**config.mk**
```make
export PLATFORM = sky130hd
export DESIGN_NAME = mc_seq
export DESIGN_NICKNAME = d
export VERILOG_FILES = /design/src/rtl/mc_seq.sv
export SDC_FILE = /design/constraint.sdc
export NUM_CORES = 1
export LEC_CHECK = 0
export CAP_MARGIN = 15
export CORE_MARGIN = 2
export CORE_UTILIZATION = 35
export CTS_CLUSTER_DIAMETER = 80
export DETAILED_ROUTE_END_ITERATION = 7
export PLACE_DENSITY_LB_ADDON = 0.12
export SLEW_MARGIN = 20
export SYNTH_ARGS = -nofsm -noshare
export SYNTH_HDL_FRONTEND = slang
export SYNTH_SLANG_ARGS = --single-unit
```
**constraint.sdc**
```tcl
create_clock -name clk -period 2.22 [get_ports clk]
set_input_delay 0.444 -clock clk [delete_from_list [all_inputs] [get_ports clk]]
set_output_delay 0.444 -clock clk [all_outputs]
set_load 0.01 [all_outputs]
```
**src/rtl/mc_seq.sv**
```systemverilog
// rtl/mc_seq.sv - machine-cycle sequencer for the 4-bit microprocessor datapath
//
// Orders the load strobes for RI (A_o), RD (B_o), ACT (C_o), ACC (D_o) and PC (E_o).
// Also provides the program-memory req/ack handshake, HALT handling, an ack timeout
// and a retired-instruction counter. Moore machine: every output is decoded from the
// state register or is itself a register.
//
// Optional feature macro: MC_SEQ_STEP_EN (single-step start from IDLE via step_i).
//
// Ports:
//   clk         in   rising-edge system clock
//   rst_i       in   asynchronous active-low reset
//   run_i       in   level, fetch/execute continuously
//   step_i      in   one-cycle pulse, run one instruction (MC_SEQ_STEP_EN only)
//   mem_ack_i   in   program memory acknowledge
//   need_op_i   in   decoder: current instruction takes a data operand
//   halt_ins_i  in   decoder: current instruction is HALT
//   mem_req_o   out  program memory request
//   mem_sel_o   out  0 = instruction fetch, 1 = operand fetch
//   A_o..E_o    out  one-cycle load strobes for RI, RD, ACT, ACC, PC
//   Q_o         out  current state code
//   halted_o    out  machine halted
//   err_o       out  ack timeout occurred (sticky until reset)
//   ret_cnt_o   out  retired instructions, modulo 2^CNT_W

module mc_seq #(
   parameter int ACK_TIMEOUT = 15,
   parameter int CNT_W       = 8
) (
   input  logic             clk,
   input  logic             rst_i,
   input  logic             run_i,
   input  logic             step_i,
   input  logic             mem_ack_i,
   input  logic             need_op_i,
   input  logic             halt_ins_i,
   output logic             mem_req_o,
   output logic             mem_sel_o,
   output logic             A_o,
   output logic             B_o,
   output logic             C_o,
   output logic             D_o,
   output logic             E_o,
   output logic [3:0]       Q_o,
   output logic             halted_o,
   output logic             err_o,
   output logic [CNT_W-1:0] ret_cnt_o
);

   typedef enum logic [3:0] {
      S_IDLE  = 4'd0,
      S_FREQ  = 4'd1,
      S_LDRI  = 4'd2,
      S_DEC   = 4'd3,
      S_OREQ  = 4'd4,
      S_LDRD  = 4'd5,
      S_EXEC  = 4'd6,
      S_WB    = 4'd7,
      S_PCINC = 4'd8,
      S_HALT  = 4'd9,
      S_ERR   = 4'd10
   } state_t;

   state_t           state;
   state_t           state_nx;
   logic [7:0]       timer;
   logic             go;
   logic             in_req;
   logic             timeout_hit;

`ifdef MC_SEQ_STEP_EN
   // A step pulse only matters in IDLE; run_i alone keeps the machine going after PCINC.
   assign go = run_i | step_i;
`else
   logic unused_step;
   assign unused_step = step_i;
   assign go          = run_i;
`endif

   assign in_req      = (state == S_FREQ) || (state == S_OREQ);
   assign timeout_hit = (timer == 8'(ACK_TIMEOUT));

   always_comb begin
      state_nx = state;
      case (state)
         S_IDLE:  if (go) state_nx = S_FREQ;
         // ack takes priority over the timeout in the same cycle
         S_FREQ:  if (mem_ack_i) state_nx = S_LDRI;
                  else if (timeout_hit) state_nx = S_ERR;
         S_LDRI:  state_nx = S_DEC;
         S_DEC:   if (halt_ins_i) state_nx = S_HALT;
                  else if (need_op_i) state_nx = S_OREQ;
                  else state_nx = S_EXEC;
         S_OREQ:  if (mem_ack_i) state_nx = S_LDRD;
                  else if (timeout_hit) state_nx = S_ERR;
         S_LDRD:  state_nx = S_EXEC;
         S_EXEC:  state_nx = S_WB;
         S_WB:    state_nx = S_PCINC;
         S_PCINC: state_nx = run_i ? S_FREQ : S_IDLE;
         S_HALT:  state_nx = S_HALT;
         S_ERR:   state_nx = S_ERR;
         default: state_nx = S_IDLE;
      endcase
   end

   // Timer is held at zero outside the request states, so it is always zero on entry.
   always_ff @(posedge clk or negedge rst_i) begin
      if (!rst_i) begin
         state     <= S_IDLE;
         timer     <= 8'd0;
         ret_cnt_o <= '0;
      end else begin
         state <= state_nx;
         if (in_req) begin
            if (!mem_ack_i) timer <= timer + 8'd1;
         end else begin
            timer <= 8'd0;
         end
         if (state == S_PCINC) ret_cnt_o <= ret_cnt_o + CNT_W'(1);
      end
   end

   always_comb begin
      mem_req_o = in_req;
      mem_sel_o = (state == S_OREQ);
      A_o       = (state == S_LDRI);
      B_o       = (state == S_LDRD);
      C_o       = (state == S_EXEC);
      D_o       = (state == S_WB);
      E_o       = (state == S_LDRD) || (state == S_PCINC);
      halted_o  = (state == S_HALT);
      err_o     = (state == S_ERR);
      Q_o       = state;
   end

endmodule

```
==> flow_metrics.env <==
export IMPL_clkLatencyLatePin_ps=300
export IMPL_firstDrtPassIters=4
export IMPL_hold_path_class="input port to async pin"
export IMPL_routed_wirelength_um=2580
export IMPL_startpoint_type="register"
export IMPL_dr_total_vias=1040
export IMPL_fp_row_count=20
export IMPL_dp_hpwl_um=1760
export IMPL_maxCapViolCount=0
export IMPL_num_io_pins=28
export IMPL_fillers=277
export IMPL_yosysSeqAreaShare_pct=44.2
export IMPL_fin_crit_sh_pct=96.5
export IMPL_cpMaxStageDelayCell="clkdlybuf4s50_1"
export IMPL_crit_type="register to output port"
export IMPL_grt_overflow_total=0
export IMPL_synth_simple_area_share_pct=27.8
export IMPL_die_area_um2=3710
export IMPL_nets=175
export IMPL_cts_tree="yes"
export IMPL_start_util_pct=36.8
export IMPL_clockBufferDepth=2
export IMPL_r2r_end="ret_cnt_o[7]"
export IMPL_critPathMaxStageDelay_ps=540
export IMPL_synth_top_area_share_pct=44.2
export IMPL_clockRootBuffer="clkbuf_4"
export IMPL_final_common_cell="clkdlybuf4s50_1"
export IMPL_layout_common_cells="22 x clkdlybuf4s50_1, 17 x dfrtp_1, 17 x buf_4, 13 x nor2_1, 11 x nand2_1"
export IMPL_synth_area_leader_cell="dfrtp_1"
export IMPL_slew_viol_final=0
export IMPL_syn_to_final_growth_pct=43.8
export IMPL_grt_total_usage_pct=14.2
export IMPL_finalHoldViolations=0
export IMPL_ant_nets=0
export IMPL_muxShareOfSynthArea_pct=1.77
export IMPL_wl_per_cell_um=12.3
export IMPL_antenna_found_initial=0
export IMPL_ff2ff_path_depth=4
export IMPL_synth_fa_ha_area_share_pct=2.21
export IMPL_synthCells=123
export IMPL_synth_top_family_by_area="simple AND/OR/NAND/NOR gates"
export IMPL_die_x_um=60.9
export IMPL_cts_buffers=3
export IMPL_synth_compound_area_share_pct=10.9
export IMPL_setup_violations=0
export IMPL_grt_pass1_vias=894
export IMPL_r2r_start="Q_o[0]"
export IMPL_ff2ff_setup_slack_ps=490
export IMPL_synth_area_top_cells="dfrtp_1 44%, nor2_1 4.6%, xnor2_1 4.6%"
export IMPL_drive_gt1_share_pct=19.4
export IMPL_leakage_nw=0.727
export IMPL_antenna_cells=0
export IMPL_path_cells="nand2b_1 > nor2_1 > clkdlybuf4s50_1"
export IMPL_syn_mean_instance_area_um2=9.22
export IMPL_relSlewSlack_pct=83.3
export IMPL_postLayoutCoreUtil_pct=53.0
export IMPL_coreArea_um2=3080
export IMPL_route_detailed_drc=0
export IMPL_synth_area_um2=1130
export IMPL_htree_levels=1
export IMPL_synth_xor_area_share_pct=9.27
export IMPL_vias_per_cell=4.98
export IMPL_finalClockSkew_ps=3.20
export IMPL_io_buffer_count=26
export IMPL_p_per_area_nw_per_um2=1140
export IMPL_path_clk_slew_ps=120
export IMPL_path_max_fanout=11
export IMPL_grt_pass1_wl_um=4000
export IMPL_gp_congestion=0.742
export IMPL_vdd_drop_max_mv=0.748
export IMPL_drt_iter0_markers=39
export IMPL_period_minus_slack_ps=2140
export IMPL_required_ps=1780
export IMPL_yosys_warnings=0
export IMPL_synth_ff_latch_count=20
export IMPL_setup_tns_ps=0
export IMPL_cts_sinks=20
export IMPL_die_y_um=60.9
export IMPL_grt_max_degree=21
export IMPL_critPathCaptureType="output port"
export IMPL_ys_types=34
export IMPL_worst_pin_slew_ps=247
export IMPL_worstPathArrival_ps=1700
export IMPL_synth_nets=132
export IMPL_fmax_ghz=0.467
export IMPL_outcome="completed"
[critical path, delay by kind of cell, from the launching register on]
kind,cells,cell delay (ps)
buf+inv,1,540
flops,1,520
simple gates,2,340
[worst max path at each step]
stage                end  slack (ps)  startpoint  cells after the start
3_5_place_dp         A_o         190      Q_o[0]                      3
4_1_cts        mem_req_o          30      Q_o[2]                      5
6_report           err_o          80      Q_o[0]                      3
3_3_place_gp         A_o         210      Q_o[0]                      3
2_1_floorplan        E_o         600      Q_o[2]                      4
5_1_grt            err_o         -10      Q_o[0]                      3
[cells by family after synthesis]
kind of cell,after synthesis
compound gates,20
xor+xnor,12
fa+ha+maj,2
buf+inv,9
flops,20
mux,2
simple gates,58
[report_power, final]
part / switching (W) / internal [W]
logic: 0.000464 / 0.000609
registers: 0.000126 / 0.000439
clock network: 0.000118 / 0.0000999
[state kept, by name, indices dropped and copies added, names as in the netlist]
register,count
ret_cnt_o,8
Q_o,4
timer,8
[through the flow]
stage | total power (W) | hold WS, ps | worst slack (ps) | cell area [um^2] | cells
after detailed placement | 0.00145 | 460 | 186 | 1470 | 193
final | 0.00186 | 468 | 77.1 | 1630 | 209
after CTS | 0.00171 | 476 | 26.7 | 1530 | 200
after floorplan | 0.00106 | 148 | 602 | 1130 | 123
after global placement | 0.00144 | 455 | 213 | 1470 | 193
after global routing | 0.00200 | 481 | -13.5 | 1630 | 209
[synth_stat cells (all sizes together)]
cell     n
a211o    1
a21boi   1
a21o     1
a21oi    7
a22o     1
and3     1
buf      4
clkbuf   4
dfrtp   20
ha       2
inv      1
mux2i    2
nand2   11
nand2b   7
nand3    1
nand3b   2
nand4    4
nand4b   3
nor2    14
nor2b    1
nor3     5
nor4     2
nor4b    1
o211ai   2
o21a     1
o21ai    5
o221ai   1
or3      4
or3b     1
or4b     1
xnor2    6
xor2     6
[cell type report]
class,count,area [um^2],area share [%]
Multi-Input combinational cell,94,604,37.1
Sequential cell,20,504,30.9
Timing Repair Buffer,46,427,26.2
Tap cell,44,55.1,3.38
Clock buffer,4,36.3,2.23
Inverter,1,3.75,0.230
[layer usage]
| layer | global-route usage (%) | part of all wire [%] | vias up |
|---|---|---|---|
| met2 | 24.9 | 51 | 16 |
| met1 | 17.9 | 46 | 510 |
| met3 | 2.77 | 3.1 | 2 |
| met4 | 3.73 | 0.54 | 0 |
| met5 | 0 | 0 | - |
| li1 | - | - | 512 |
[what timing repair did]
item / in CTS / in global routing
hold endpoints to repair: 0 / 0
hold buffers: 0 / 0
endpoints found under the setup margin: 9 / 6
resized for setup: 6 / 5
buffers inserted: 3 / 9
pin swaps: 0 / 0
Note: power is estimated with default switching activity, not from simulation.
